### src/rtl/quad_encoder_frontend.sv
// Quadrature encoder front end: per-channel synchroniser and debounce filter,
// Gray-code decoder with detent accumulator, one-cycle step pulses and sticky error.
module quad_encoder_frontend #(
    parameter int DEBOUNCE         = 4,
    parameter int STEPS_PER_DETENT = 4
) (
    input  logic       clock,
    input  logic       reset,
    input  logic       enc_a,
    input  logic       enc_b,
    input  logic       en,
    input  logic       err_clr,
    output logic       step_en,
    output logic       step_dn,
    output logic       err,
    output logic [1:0] state
);

    localparam logic [7:0] DB_LAST  = 8'(DEBOUNCE - 1);
    localparam logic [8:0] ARM_LAST = 9'(DEBOUNCE + 3);
    localparam logic [3:0] STEPS_N  = 4'(STEPS_PER_DETENT);

    logic [1:0] raw_in;
    logic [1:0] filt;

    assign raw_in = {enc_a, enc_b};

    for (genvar gi = 0; gi < 2; gi++) begin : g_ch
        logic       s1_q, s2_q;
        logic       f_q, f_d;
        logic [7:0] cnt_q, cnt_d;

        // A glitch that returns before acceptance drops the count back to zero.
        always_comb begin
            f_d   = f_q;
            cnt_d = cnt_q;
            if (s2_q == f_q) begin
                cnt_d = 8'd0;
            end else if (cnt_q == DB_LAST) begin
                f_d   = s2_q;
                cnt_d = 8'd0;
            end else begin
                cnt_d = cnt_q + 8'd1;
            end
        end

        always_ff @(posedge clock or negedge reset) begin
            if (!reset) begin
                s1_q  <= 1'b0;
                s2_q  <= 1'b0;
                f_q   <= 1'b0;
                cnt_q <= 8'd0;
            end else begin
                s1_q  <= raw_in[gi];
                s2_q  <= s1_q;
                f_q   <= f_d;
                cnt_q <= cnt_d;
            end
        end

        assign filt[gi] = f_q;
    end

    function automatic logic [1:0] gray_pos(input logic [1:0] g);
        case (g)
            2'b00:   gray_pos = 2'd0;
            2'b01:   gray_pos = 2'd1;
            2'b11:   gray_pos = 2'd2;
            default: gray_pos = 2'd3;
        endcase
    endfunction

    logic [1:0] prev_q, prev_d;
    logic [3:0] acc_q, acc_d;
    logic       acc_dir_q, acc_dir_d;
    logic [8:0] arm_q, arm_d;
    logic       step_en_q, step_en_d;
    logic       step_dn_q, step_dn_d;
    logic       err_q, err_d;

    logic       armed;
    logic [1:0] pos_diff;
    logic       dir;
    logic [3:0] n;

    assign armed    = (arm_q == ARM_LAST);
    // Position delta around the Gray cycle: 1 = forward, 3 = reverse, 2 = both bits flipped.
    assign pos_diff = gray_pos(filt) - gray_pos(prev_q);
    assign dir      = (pos_diff == 2'd3);

    always_comb begin
        arm_d     = armed ? arm_q : arm_q + 9'd1;
        prev_d    = filt;
        acc_d     = acc_q;
        acc_dir_d = acc_dir_q;
        step_en_d = 1'b0;
        step_dn_d = step_dn_q;
        err_d     = err_clr ? 1'b0 : err_q;
        n         = 4'd0;
        if (!armed) begin
            acc_d = 4'd0;
        end else if (pos_diff == 2'd2) begin
            err_d = 1'b1;
            acc_d = 4'd0;
        end else if (!en) begin
            acc_d = 4'd0;
        end else if (pos_diff != 2'd0) begin
            n         = (acc_q != 4'd0 && dir == acc_dir_q) ? acc_q + 4'd1 : 4'd1;
            acc_dir_d = dir;
            if (n == STEPS_N) begin
                step_en_d = 1'b1;
                step_dn_d = dir;
                acc_d     = 4'd0;
            end else begin
                acc_d = n;
            end
        end
    end

    always_ff @(posedge clock or negedge reset) begin
        if (!reset) begin
            prev_q    <= 2'b00;
            acc_q     <= 4'd0;
            acc_dir_q <= 1'b0;
            arm_q     <= 9'd0;
            step_en_q <= 1'b0;
            step_dn_q <= 1'b0;
            err_q     <= 1'b0;
        end else begin
            prev_q    <= prev_d;
            acc_q     <= acc_d;
            acc_dir_q <= acc_dir_d;
            arm_q     <= arm_d;
            step_en_q <= step_en_d;
            step_dn_q <= step_dn_d;
            err_q     <= err_d;
        end
    end

    assign step_en = step_en_q;
    assign step_dn = step_dn_q;
    assign err     = err_q;
    assign state   = filt;

endmodule

### config.mk
export PLATFORM = sky130hd
export DESIGN_NAME = quad_encoder_frontend
export DESIGN_NICKNAME = d
export VERILOG_FILES = /design/src/rtl/quad_encoder_frontend.sv
export SDC_FILE = /design/constraint.sdc
export NUM_CORES = 1
export LEC_CHECK = 0
export ABC_CLOCK_PERIOD_IN_PS = 6800
export CAP_MARGIN = 25
export CORE_MARGIN = 4
export CORE_UTILIZATION = 40
export DETAILED_ROUTE_END_ITERATION = 8
export GPL_TIMING_DRIVEN = 0
export PLACE_DENSITY = 0.55
export SLEW_MARGIN = 20
export SYNTH_ARGS = -nofsm -noshare
export SYNTH_HDL_FRONTEND = slang
export SYNTH_SLANG_ARGS = --single-unit
export TNS_END_PERCENT = 5
### constraint.sdc
create_clock -name clock -period 6.8 [get_ports clock]
set_clock_uncertainty 0.15 [all_clocks]
set_input_delay 1.36 -clock clock [delete_from_list [all_inputs] [get_ports clock]]
set_output_delay 1.36 -clock clock [all_outputs]
set_load 0.02 [all_outputs]
==> flow_metrics.py, run 1 <==
metrics = {
    "clock_network": {
        "hold_buffers": 0,
        "clock_path_buffers": 2,
        "clk_latency_ns": 0.29,
        "cts_setup_buffers": 0,
        "cts-root-buf": "clkbuf_8",
        "path_clk_slew_ns": 0.08,
        "cts_tree": "done",
        "htreeDepth": 2,
        "clock-sinks": 41,
        "cts_buffers": 5,
        "cts_resized": 0,
    },
    "final_layout": {
        "drive_gt1_share_pct": 12.50,
        "syn2layout_area_growth_pct": 16.36,
        "fin_area_um2": 2322,
        "utilization_pct": 48.52,
        "layout.nets": 215,
        "layout_common_cells": "dfrtp_1, nor2_1, nand3_1",
        "diodes": 0,
        "fillerInstances": 440,
        "final_common_cell": "dfrtp_1",
    },
    "worst_hold_path": {
        "hp-class": "flop to flop",
        "hold_path_depth": 0,
    },
    "setup_path": {
        "start_kind": "flop",
        "slowest_stage": "clkdlybuf4s50_1",
        "required_ns": 5.29,
        "worstPathMaxFanout": 6,
        "rr_worst_depth": 7,
        "crit_buf_inv": 2,
        "arrival_ns": 1.48,
        "cp.depth": 2,
        "critPathTopFamily": "buffers and inverters",
        "crit_type": "flop to output port",
        "path_cells": "buf_4 > clkdlybuf4s50_1",
        "end_kind": "output port",
        "slowest_delay_ns": 0.59,
    },
    "sta": {
        "rsz0062_at_grt": "false",
        "max_freq_mhz": 334.0,
        "hold_viol": 0,
        "fin_setup_tns_ns": 0,
        "fin_crit_ns": 2.994,
        "slew_headroom_pct": 65.36,
        "setup_viol": 0,
        "tightest_slew_ns": 0.5156,
        "period_share_pct": 44.03,
        "fin_ws_ns": 3.806,
        "slew_violations": 0,
    },
    "route": {
        "routed_wl_mm": 3.422,
        "vias": 1294,
        "wl_met3_um": 108,
        "wl_met1_mm": 1.523,
        "drtAntennaViolNets": 0,
        "route.met2.wl_mm": 1.713,
        "routed.top_layer": "met4",
        "vias_per_cell": 4.846,
        "wl_per_cell_um": 12.82,
        "drtIter0Drc": 50,
        "drc": 0,
        "firstDrtPassIters": 4,
    },
    "pwr": {
        "powerDensity_nw_per_um2": 386.1,
        "p_leak_uw": 0.001062,
        "vdd_drop_max_uv": 227.8,
    },
    "synthesis": {
        "syn_area_per_cell_um2": 11.03,
        "syn_nets": 197,
        "postSynthCellCount": 181,
        "ys_seq_area_share_pct": 51.41,
        "synth_cell_types": 38,
        "yosysWarnings": 0,
        "syn_area_um2": 1996,
        "synth-seq-cells": 41,
    },
    "floorplan": {
        "die_area_um2": 6183,
        "die_w_um": 78.64,
        "core_um2": 4786,
        "ios": 11,
        "initial_core_util_pct": 41.70,
        "fp-row-count": 25,
        "dieHeight_um": 78.64,
    },
    "placed_design": {
        "placed_cell_area_um2": 2202,
        "place_ws_ns": 3.599,
        "portBuffers": 10,
        "hpwl_mm": 2.549,
        "gp_congestion": 0.8995,
    },
    "job": {
        "maxCapViolCount": 0,
    },
    "global_routing": {
        "grt_pass1_wl_mm": 6.348,
        "track_usage_pct": 13.20,
        "grt_pass1_vias": 1421,
        "grt_max_degree": 24,
        "antenna_found_initial": 0,
        "grt_remaining_overflow": 0,
    },
    "status": {
        "status": "complete, no violations",
    },
}
## cell usage after synthesis
master | number | share of area, %
a21o_1 | 1 | 0.38
a311oi_1 | 1 | 0.44
a31oi_1 | 1 | 0.31
a41oi_1 | 1 | 0.44
and2_1 | 1 | 0.31
and3_1 | 5 | 1.6
and4_4 | 1 | 0.56
and4bb_2 | 1 | 0.63
buf_4 | 2 | 0.75
clkbuf_1 | 1 | 0.19
dfrtp_1 | 41 | 51
ha_1 | 10 | 6.3
inv_1 | 9 | 1.7
mux2_2 | 3 | 1.7
mux2_4 | 1 | 0.75
nand2_1 | 16 | 3.0
nand3_1 | 18 | 4.5
nand4_1 | 2 | 0.63
nand4b_2 | 1 | 0.75
nor2_1 | 21 | 4.0
nor2_4 | 1 | 0.56
nor3_1 | 3 | 0.75
nor3b_1 | 1 | 0.38
nor4_2 | 1 | 0.63
nor4b_1 | 2 | 0.88
nor4b_2 | 1 | 0.75
o211ai_1 | 2 | 0.75
o21a_1 | 1 | 0.38
o21ai_0 | 3 | 0.75
o21ai_1 | 1 | 0.25
o22ai_1 | 1 | 0.31
or2_2 | 1 | 0.31
or3_1 | 1 | 0.31
or3_4 | 1 | 0.56
xnor2_1 | 7 | 3.1
xnor3_1 | 1 | 1.1
xor2_1 | 15 | 6.6
xor3_4 | 1 | 1.4
## sequential cells by signal (all words and copies together), names as in the netlist
name,count
g_ch.cnt_q,16
err,1
g_ch.s1_q,2
acc_q,4
g_ch.f_q,2
g_ch.s2_q,2
step_en,1
acc_dir_q,1
step_dn,1
prev_q,2
arm_q,9
## power by group
part           internal (uW)  switching [uW]
Sequential               281            39.0
Clock                    119            84.3
Combinational            181             191
Total                    582             314
## kinds of logic (layout without fill, tap and decap cells)
kind of cell,count (synthesis),count (layout),share of synthesized area (%)
adders and majority gates,10,10,6.270
muxes,4,4,2.445
buffers and inverters,12,31,2.633
and+or+nand+nor,78,78,21.07
AOI/OAI and AO/OA,12,12,4.013
xor gates and xnor gates,24,24,12.16
DFF,41,41,51.41
## path summary, 6_finish.rpt
kind / start / endpoint / slack, ns
worst max register to register: g_ch[0].f_q / step_dn / 4.18
worst min-delay path: g_ch[0].s1_q / g_ch[0].s2_q / 0.21
worst min register to register: g_ch[0].s1_q / g_ch[0].s2_q / 0.21
min in group asynchronous: reset / g_ch[0].cnt_q[5] / 0.86
max in group asynchronous: reset / arm_q[2] / 5.15
worst max-delay path: g_ch[0].f_q / state[0] / 3.81
## per-layer routing
| layer | vias to the layer above | global-route usage, % |
|---|---|---|
| li1 | 650 | - |
| met1 | 618 | 15.29 |
| met2 | 18 | 22.16 |
| met3 | 8 | 3.555 |
| met4 | 0 | 6.993 |
| met5 | - | 0 |
## per-stage QoR
| step | total power [uW] | std cells | hold WS (ns) |
|---|---|---|---|
| 2_1_floorplan | 601.1 | 181 | 0.1812 |
| 4_1_cts | 907.9 | 267 | 0.2106 |
| 5_1_grt | 966.8 | 267 | 0.2233 |
| 3_3_place_gp | 680.9 | 258 | 0.1826 |
| 3_5_place_dp | 700.1 | 259 | 0.1902 |
| 6_report | 896.5 | 267 | 0.2061 |
## worst register-to-register path, cell delays in order (launching register included)
cell and delay [ns]:
dfrtp_1 0.46, inv_1 0.07, ha_1 0.29, ha_1 0.22, xnor3_1 0.41, o21ai_1 0.32, and4_4 0.29, mux2_4 0.29
## area by class of cell
class	count	area [um2]	share of cell area, %
clock inverters	2	37.54	1.616
flip-flops and latches	41	1026	44.18
clock buffers	6	82.58	3.556
repair buffers	11	122.6	5.280
inverters	9	33.78	1.455
plain buffers	3	18.77	0.8082
well taps	67	83.83	3.610
multi-input cells	128	917.1	39.49
Power figures use the tool's default switching activity.
==> run 2: changes to the inputs <==
--- a/config.mk
+++ b/config.mk
@@ -5,7 +5,7 @@
 export SDC_FILE = /design/constraint.sdc
 export NUM_CORES = 1
 export LEC_CHECK = 0
-export ABC_CLOCK_PERIOD_IN_PS = 6800
+export ABC_CLOCK_PERIOD_IN_PS = 2800
 export CAP_MARGIN = 25
 export CORE_MARGIN = 4
 export CORE_UTILIZATION = 40
==> constraint.sdc (replaced) <==
create_clock -name clock -period 2.8 [get_ports clock]
set_clock_uncertainty 0.15 [all_clocks]
set_input_delay 0.56 -clock clock [delete_from_list [all_inputs] [get_ports clock]]
set_output_delay 0.56 -clock clock [all_outputs]
set_load 0.02 [all_outputs]
==> results of run 2 <==
Same layout as run 1 (identical final DEF). Status: complete, no violations.
Main changes from that run: setup slack after placement 3.599 ns -> 0.1853 ns; setup slack after layout 3.806 ns -> 0.1781 ns; hold slack 0.2061 ns -> 0.05989 ns; end point of the critical path state[0] -> step_dn; register-to-register setup slack 4.18 ns -> 0.18 ns; total power 896.5 uW -> 2177 uW; worst IR drop on VDD 227.8 uV -> 553.2 uV
